File: src/rtl/work_dispatcher_if.sv
// Core-facing bundle of the work dispatcher: push, entry-PC request/return, table writes, FIFO status.
// The drop_cnt signal exists only when DISPATCH_DROP_CNT_EN is defined.
interface work_dispatcher_if;
    logic        queue_wen;
    logic [3:0]  queue_number;
    logic        request_new_pc;
    logic [15:0] new_pc;
    logic [1:0]  idle;
    logic        halt;
    logic        tbl_wen;
    logic [3:0]  tbl_waddr;
    logic [15:0] tbl_wdata;
    logic [3:0]  fifo_count;
    logic        fifo_full;
    logic        fifo_empty;
`ifdef DISPATCH_DROP_CNT_EN
    logic [7:0]  drop_cnt;
`endif

    modport master (
        output queue_wen, queue_number, request_new_pc, halt, tbl_wen, tbl_waddr, tbl_wdata,
        input  new_pc, idle, fifo_count, fifo_full, fifo_empty
`ifdef DISPATCH_DROP_CNT_EN
        , input drop_cnt
`endif
    );

    modport slave (
        input  queue_wen, queue_number, request_new_pc, halt, tbl_wen, tbl_waddr, tbl_wdata,
        output new_pc, idle, fifo_count, fifo_full, fifo_empty
`ifdef DISPATCH_DROP_CNT_EN
        , output drop_cnt
`endif
    );
endinterface

File: src/rtl/work_dispatcher.sv
// Work dispatcher: 8-deep queue-id FIFO feeding a 16-entry PC table lookup for one core.
// Optional DISPATCH_DROP_CNT_EN adds a saturating count of pushes dropped while full.
module work_dispatcher (
    input  logic           clk,
    input  logic           rst_n,
    work_dispatcher_if.slave bus
);
    // idle is the state register itself, so it doubles as the FSM debug view.
    typedef enum logic [1:0] {
        ST_SERVE = 2'b00,
        ST_WAIT  = 2'b01,
        ST_HALT  = 2'b10
    } state_e;

    state_e      state_q, state_d;
    logic [15:0] new_pc_q, new_pc_d;
    logic [3:0]  fifo_q [8];
    logic [2:0]  rd_ptr_q, wr_ptr_q;
    logic [3:0]  count_q;
    logic [15:0] table_q [16];

    logic        empty, full, pop, push_ok, drop;
    logic [3:0]  head_id;

    assign empty   = (count_q == 4'd0);
    assign full    = (count_q == 4'd8);
    assign head_id = fifo_q[rd_ptr_q];
    // A pop frees the slot the push needs, so a full FIFO still accepts then.
    assign push_ok = bus.queue_wen && (!full || pop);
    assign drop    = bus.queue_wen && full && !pop;

    always_comb begin
        state_d  = state_q;
        new_pc_d = new_pc_q;
        pop      = 1'b0;
        case (state_q)
            ST_SERVE: begin
                if (bus.request_new_pc) begin
                    if (!empty) begin
                        pop      = 1'b1;
                        new_pc_d = table_q[head_id];
                    end else if (bus.halt) begin
                        state_d = ST_HALT;
                    end else begin
                        state_d = ST_WAIT;
                    end
                end
            end
            ST_WAIT: begin
                if (!empty) begin
                    pop      = 1'b1;
                    new_pc_d = table_q[head_id];
                    state_d  = ST_SERVE;
                end else if (bus.halt) begin
                    state_d = ST_HALT;
                end
            end
            ST_HALT: begin
                if (!bus.halt) begin
                    state_d = ST_WAIT;
                end
            end
            default: state_d = ST_WAIT;
        endcase
    end

    always_ff @(posedge clk) begin
        if (!rst_n) begin
            state_q  <= ST_WAIT;
            new_pc_q <= 16'h0000;
            rd_ptr_q <= 3'd0;
            wr_ptr_q <= 3'd0;
            count_q  <= 4'd0;
            for (int i = 0; i < 16; i++) begin
                table_q[i] <= 16'h0000;
            end
        end else begin
            state_q  <= state_d;
            new_pc_q <= new_pc_d;
            if (push_ok) begin
                wr_ptr_q <= wr_ptr_q + 3'd1;
            end
            if (pop) begin
                rd_ptr_q <= rd_ptr_q + 3'd1;
            end
            if (push_ok && !pop) begin
                count_q <= count_q + 4'd1;
            end else if (pop && !push_ok) begin
                count_q <= count_q - 4'd1;
            end
            // Lookups above read table_q before this write lands: old value wins.
            if (bus.tbl_wen) begin
                table_q[bus.tbl_waddr] <= bus.tbl_wdata;
            end
        end
    end

    // Storage needs no reset; pointers and count define which slots are live.
    always_ff @(posedge clk) begin
        if (rst_n && push_ok) begin
            fifo_q[wr_ptr_q] <= bus.queue_number;
        end
    end

`ifdef DISPATCH_DROP_CNT_EN
    logic [7:0] drop_cnt_q;

    always_ff @(posedge clk) begin
        if (!rst_n) begin
            drop_cnt_q <= 8'd0;
        end else if (drop && (drop_cnt_q != 8'hFF)) begin
            drop_cnt_q <= drop_cnt_q + 8'd1;
        end
    end

    assign bus.drop_cnt = drop_cnt_q;
`else
    logic unused_drop;
    assign unused_drop = drop;
`endif

    assign bus.new_pc     = new_pc_q;
    assign bus.idle       = state_q;
    assign bus.fifo_count = count_q;
    assign bus.fifo_full  = full;
    assign bus.fifo_empty = empty;
endmodule

File: src/flat_wrapper.sv
// flat-port wrapper written by rule: the top's interface ports become plain ports
module work_dispatcher_flat 
  (clk, rst_n, bus_queue_wen, bus_queue_number, bus_request_new_pc, bus_halt, bus_tbl_wen, bus_tbl_waddr, bus_tbl_wdata, bus_new_pc, bus_idle, bus_fifo_count, bus_fifo_full, bus_fifo_empty);
  work_dispatcher_if bus_i ();
  input  logic clk;
  input  logic rst_n;
  input wire logic [$bits(bus_i.queue_wen)-1:0] bus_queue_wen;
  input wire logic [$bits(bus_i.queue_number)-1:0] bus_queue_number;
  input wire logic [$bits(bus_i.request_new_pc)-1:0] bus_request_new_pc;
  input wire logic [$bits(bus_i.halt)-1:0] bus_halt;
  input wire logic [$bits(bus_i.tbl_wen)-1:0] bus_tbl_wen;
  input wire logic [$bits(bus_i.tbl_waddr)-1:0] bus_tbl_waddr;
  input wire logic [$bits(bus_i.tbl_wdata)-1:0] bus_tbl_wdata;
  output wire logic [$bits(bus_i.new_pc)-1:0] bus_new_pc;
  output wire logic [$bits(bus_i.idle)-1:0] bus_idle;
  output wire logic [$bits(bus_i.fifo_count)-1:0] bus_fifo_count;
  output wire logic [$bits(bus_i.fifo_full)-1:0] bus_fifo_full;
  output wire logic [$bits(bus_i.fifo_empty)-1:0] bus_fifo_empty;
  assign bus_i.queue_wen = bus_queue_wen;
  assign bus_i.queue_number = bus_queue_number;
  assign bus_i.request_new_pc = bus_request_new_pc;
  assign bus_i.halt = bus_halt;
  assign bus_i.tbl_wen = bus_tbl_wen;
  assign bus_i.tbl_waddr = bus_tbl_waddr;
  assign bus_i.tbl_wdata = bus_tbl_wdata;
  assign bus_new_pc = bus_i.new_pc;
  assign bus_idle = bus_i.idle;
  assign bus_fifo_count = bus_i.fifo_count;
  assign bus_fifo_full = bus_i.fifo_full;
  assign bus_fifo_empty = bus_i.fifo_empty;
  work_dispatcher u_core (.clk(clk), .rst_n(rst_n), .bus(bus_i));
endmodule
File: config.mk
export PLATFORM = sky130hd
export DESIGN_NAME = work_dispatcher_flat
export DESIGN_NICKNAME = d
export VERILOG_FILES = /design/src/rtl/work_dispatcher_if.sv /design/src/rtl/work_dispatcher.sv /design/src/flat_wrapper.sv
export SDC_FILE = /design/constraint.sdc
export NUM_CORES = 1
export LEC_CHECK = 0
export BUFFER_PORTS_ARGS = -buffer_cell sky130_fd_sc_hd__buf_2
export CAP_MARGIN = 20
export CELL_PAD_IN_SITES_DETAIL_PLACEMENT = 1
export CELL_PAD_IN_SITES_GLOBAL_PLACEMENT = 2
export CORE_ASPECT_RATIO = 0.5
export CORE_MARGIN = 4
export CORE_UTILIZATION = 40
export DETAILED_ROUTE_END_ITERATION = 6
export PLACE_DENSITY_LB_ADDON = 0.1
export SETUP_SLACK_MARGIN = 0.15
export SYNTH_ARGS = -nofsm -noshare
export SYNTH_HDL_FRONTEND = slang
export SYNTH_SLANG_ARGS = --single-unit
export TNS_END_PERCENT = 1
File: constraint.sdc
create_clock -name clk -period 3.74 [get_ports clk]
set_clock_uncertainty 0.05 [all_clocks]
set_input_delay 0 -clock clk [delete_from_list [all_inputs] [get_ports clk]]
set_output_delay 0 -clock clk [all_outputs]
set_load 0.005 [all_outputs]
==> impl_metrics.ini <==
[synthesis]
synth.area.top_cells = edfxtp_1 61%, and2_1 11%, nand2_1 5.0%
synth_seq_area_share = 0.652
ys_types = 39
yosysTopAreaCell = edfxtp_1
synth_common_cells = 288 x edfxtp_1, 261 x and2_1, 191 x nand2_1
synthMuxAreaShare = 0.0547
synth_ff_type = edfxtp_1
syn_avg_cell_area_um2 = 12.4
async_flop_share = 0
post-synth-top-count-cell = edfxtp_1
synth_adder_area_share = 0.00581
synth_edf_count = 288
syn_inst = 1150
synth_compound_area_frac = 0.0443
synth_warnings = 0
synth_top_area_share = 0.609
synth_top_family_by_area = simple AND/OR/NAND/NOR gates
synth_seq_cells = 319
syn-num-nets = 1186
synth-simple-area-share = 0.210
synth_xor_area_frac = 0.00431
syn_area_um2 = 14200

[clock_network]
numCtsBuffers = 31
cts.clk_slew.worst_paths_ps = 60
cts_max_level = 1
post_cts_buffers = 0
clk_latency_ps = 570
cts_tree = built
cts_max_path_buffers = 3
cts_root_buffer = clkbuf_16
clock-sinks = 319

[die]
initial_utilization = 0.409
io_pins = 54
die_x_um = 275
core.rowCount = 48
coreArea_um2 = 34800
die_h_um = 141
dieArea_um2 = 38800

[worst_setup_path]
max_stage_delay_ps = 960
reg2reg_slack_ps = 410
cp_top_family = multiplexers
cp.arrival_ps = 3790
cp-start-kind = flop
endpoint_kind = flop
worstPathRequired_ps = 4200
cp.depth = 6
crit_slowest_cell = mux4_4
r2r-end = u_core.bus.new_pc[11]
cp-endpoint = u_core.bus.new_pc[11]
criticalPathCategory = reg2reg
rr_worst_depth = 6
crit_path_cell_trace = mux2_1 -> mux4_4 -> mux2i_1 -> a222oi_1 -> a22oi_1 -> nand2_1
cp_max_fo = 35
critical_path_buf_inv_count = 0

[power_and_ir_drop]
vdd_drop_max_mv = 0.348
p_per_area_nw_per_um2 = 620
p_total_mw = 10.1
power.leakage_nw = 6.08

[sta]
slew_headroom = 0.285
timing.fmax_mhz = 300
tns_ps = 0
slew_violations = 0
finalWorstSetupSlack_ps = 411
rsz0062_at_grt = false
worst_pin_slew_ps = 1070
setup_viol = 0
period_minus_slack_ps = 3330
final_hold_viol_count = 0
period_share = 0.890

[grt]
grt_max_degree = 61
grt_pass1_wl_um = 61400
grt_pass1_vias = 9455
grt_overflow = 0
track_usage = 0.211
antenna_found_initial = 1

[run_status]
status = finished clean

[routing]
drt_iter0_drc = 798
dr_total_vias = 9271
viasPerCell = 5.39
drt_first_pass_iters = 7
wl_per_cell_um = 23.7
postRouteAntennaNets = 0
wirelength_um = 40800
route.detailed.drc = 0

[run]
cap_viol_max_count = 0

[placed_design]
dp.final_hpwl_um = 25400
port_buffers = 53
dpl_worst_slack_ps = 458
place_area_um2 = 15000
gp_congestion = 0.775

[layout]
final_nets = 1256
finalInstanceArea_um2 = 16300
final_core_util = 0.470
drive_above_1_share = 0.121
area_delta_synth_final_pct = 15.0

[worst_hold_path]
hp-class = in2reg
-- cells in the final DEF, fill, tap and decap left out, types with 3 or more instances in the layout --
cell	instances
clkbuf_16	31
buf_4	34
nor3_1	10
clkinv_2	4
mux4_2	7
a31oi_1	32
xor2_1	3
clkbuf_1	8
nor2b_1	5
edfxtp_1	288
nor2_1	17
nand2_1	191
mux2i_1	54
buf_12	3
nand2b_1	10
bufinv_16	5
clkinv_1	6
ha_1	5
nand4_1	17
nor4_1	3
a22oi_1	16
nand3_1	51
mux2_2	3
o21ai_1	11
inv_1	6
a222oi_1	16
o21ai_2	5
and2_1	261
o21ai_0	4
buf_2	53
dfxtp_1	31
xnor2_1	4
dlygate4sd3_1	27
-- layer usage --
| metal | GRT usage | wire, µm |
|---|---|---|
| met2 | 0.330 | 18300 |
| met3 | 0.0372 | 2580 |
| met1 | 0.319 | 19400 |
| met5 | 0 | 0 |
| met4 | 0.0273 | 488 |
-- sequential cells by signal, summed over array words and instances, names as in the netlist, named ones only --
register	count
u_core.bus.new_pc	16
u_core.fifo_q	32
u_core.bus.fifo_count	4
u_core.table_q	256
u_core.rd_ptr_q	3
u_core.bus.idle	2
u_core.wr_ptr_q	3
-- kinds of logic after synthesis --
group           count (synthesis)
xor+xnor                        7
simple gates                  573
fa+ha+maj                       6
flops                         319
compound gates                 91
mux                            67
buf+inv                        87
-- how the worst min path moves through the flow --
stage	startpoint	endpoint	slack (ps)	cells after the start
after floorplan	bus_queue_number[0]	u_core.fifo_q[0][0]	50	0
after global placement	bus_queue_number[1]	u_core.fifo_q[2][1]	210	1
after detailed placement	bus_halt	u_core.bus.idle[1]	220	2
after CTS	bus_tbl_waddr[0]	u_core.table_q[12][0]	80	4
after global routing	bus_tbl_waddr[1]	u_core.table_q[12][15]	120	4
final	bus_tbl_waddr[0]	u_core.table_q[12][1]	120	4
-- layout make-up --
cell class              count  area, µm²
diodes                      1       2.50
clock buffers              40        820
clock inverters            16        200
fillers                  3593      18400
inverters                   6       22.5
multi-input cells         744       4570
flip-flops and latches    319       9270
well taps                 475        594
repair buffers            118        862
-- worst reg2reg max path, stage by stage (launching register included) --
cell	delay (ps)
dfxtp_1	550
mux2_1	370
mux4_4	960
mux2i_1	310
a222oi_1	670
a22oi_1	240
nand2_1	120
-- where the power goes --
part	internal, mW	total (mW)	switching [mW]
logic	0.893	2.57	1.68
registers	4.15	4.31	0.159
clock network	1.88	3.25	1.37
-- repair_timing --
action / CTS / global route
endpoints found under the hold margin: 311 / 0
hold buffers: 27 / 0
gates resized for setup: 0 / 0
endpoints found under the setup margin: 0 / 0
-- stage by stage --
step	hold slack, ps	cells
floorplan	48.9	1150
finish	119	1719
detailed placement	224	1632
global placement	209	1631
CTS	77.7	1715
global route	125	1718
(Power assumes the default switching activity.)
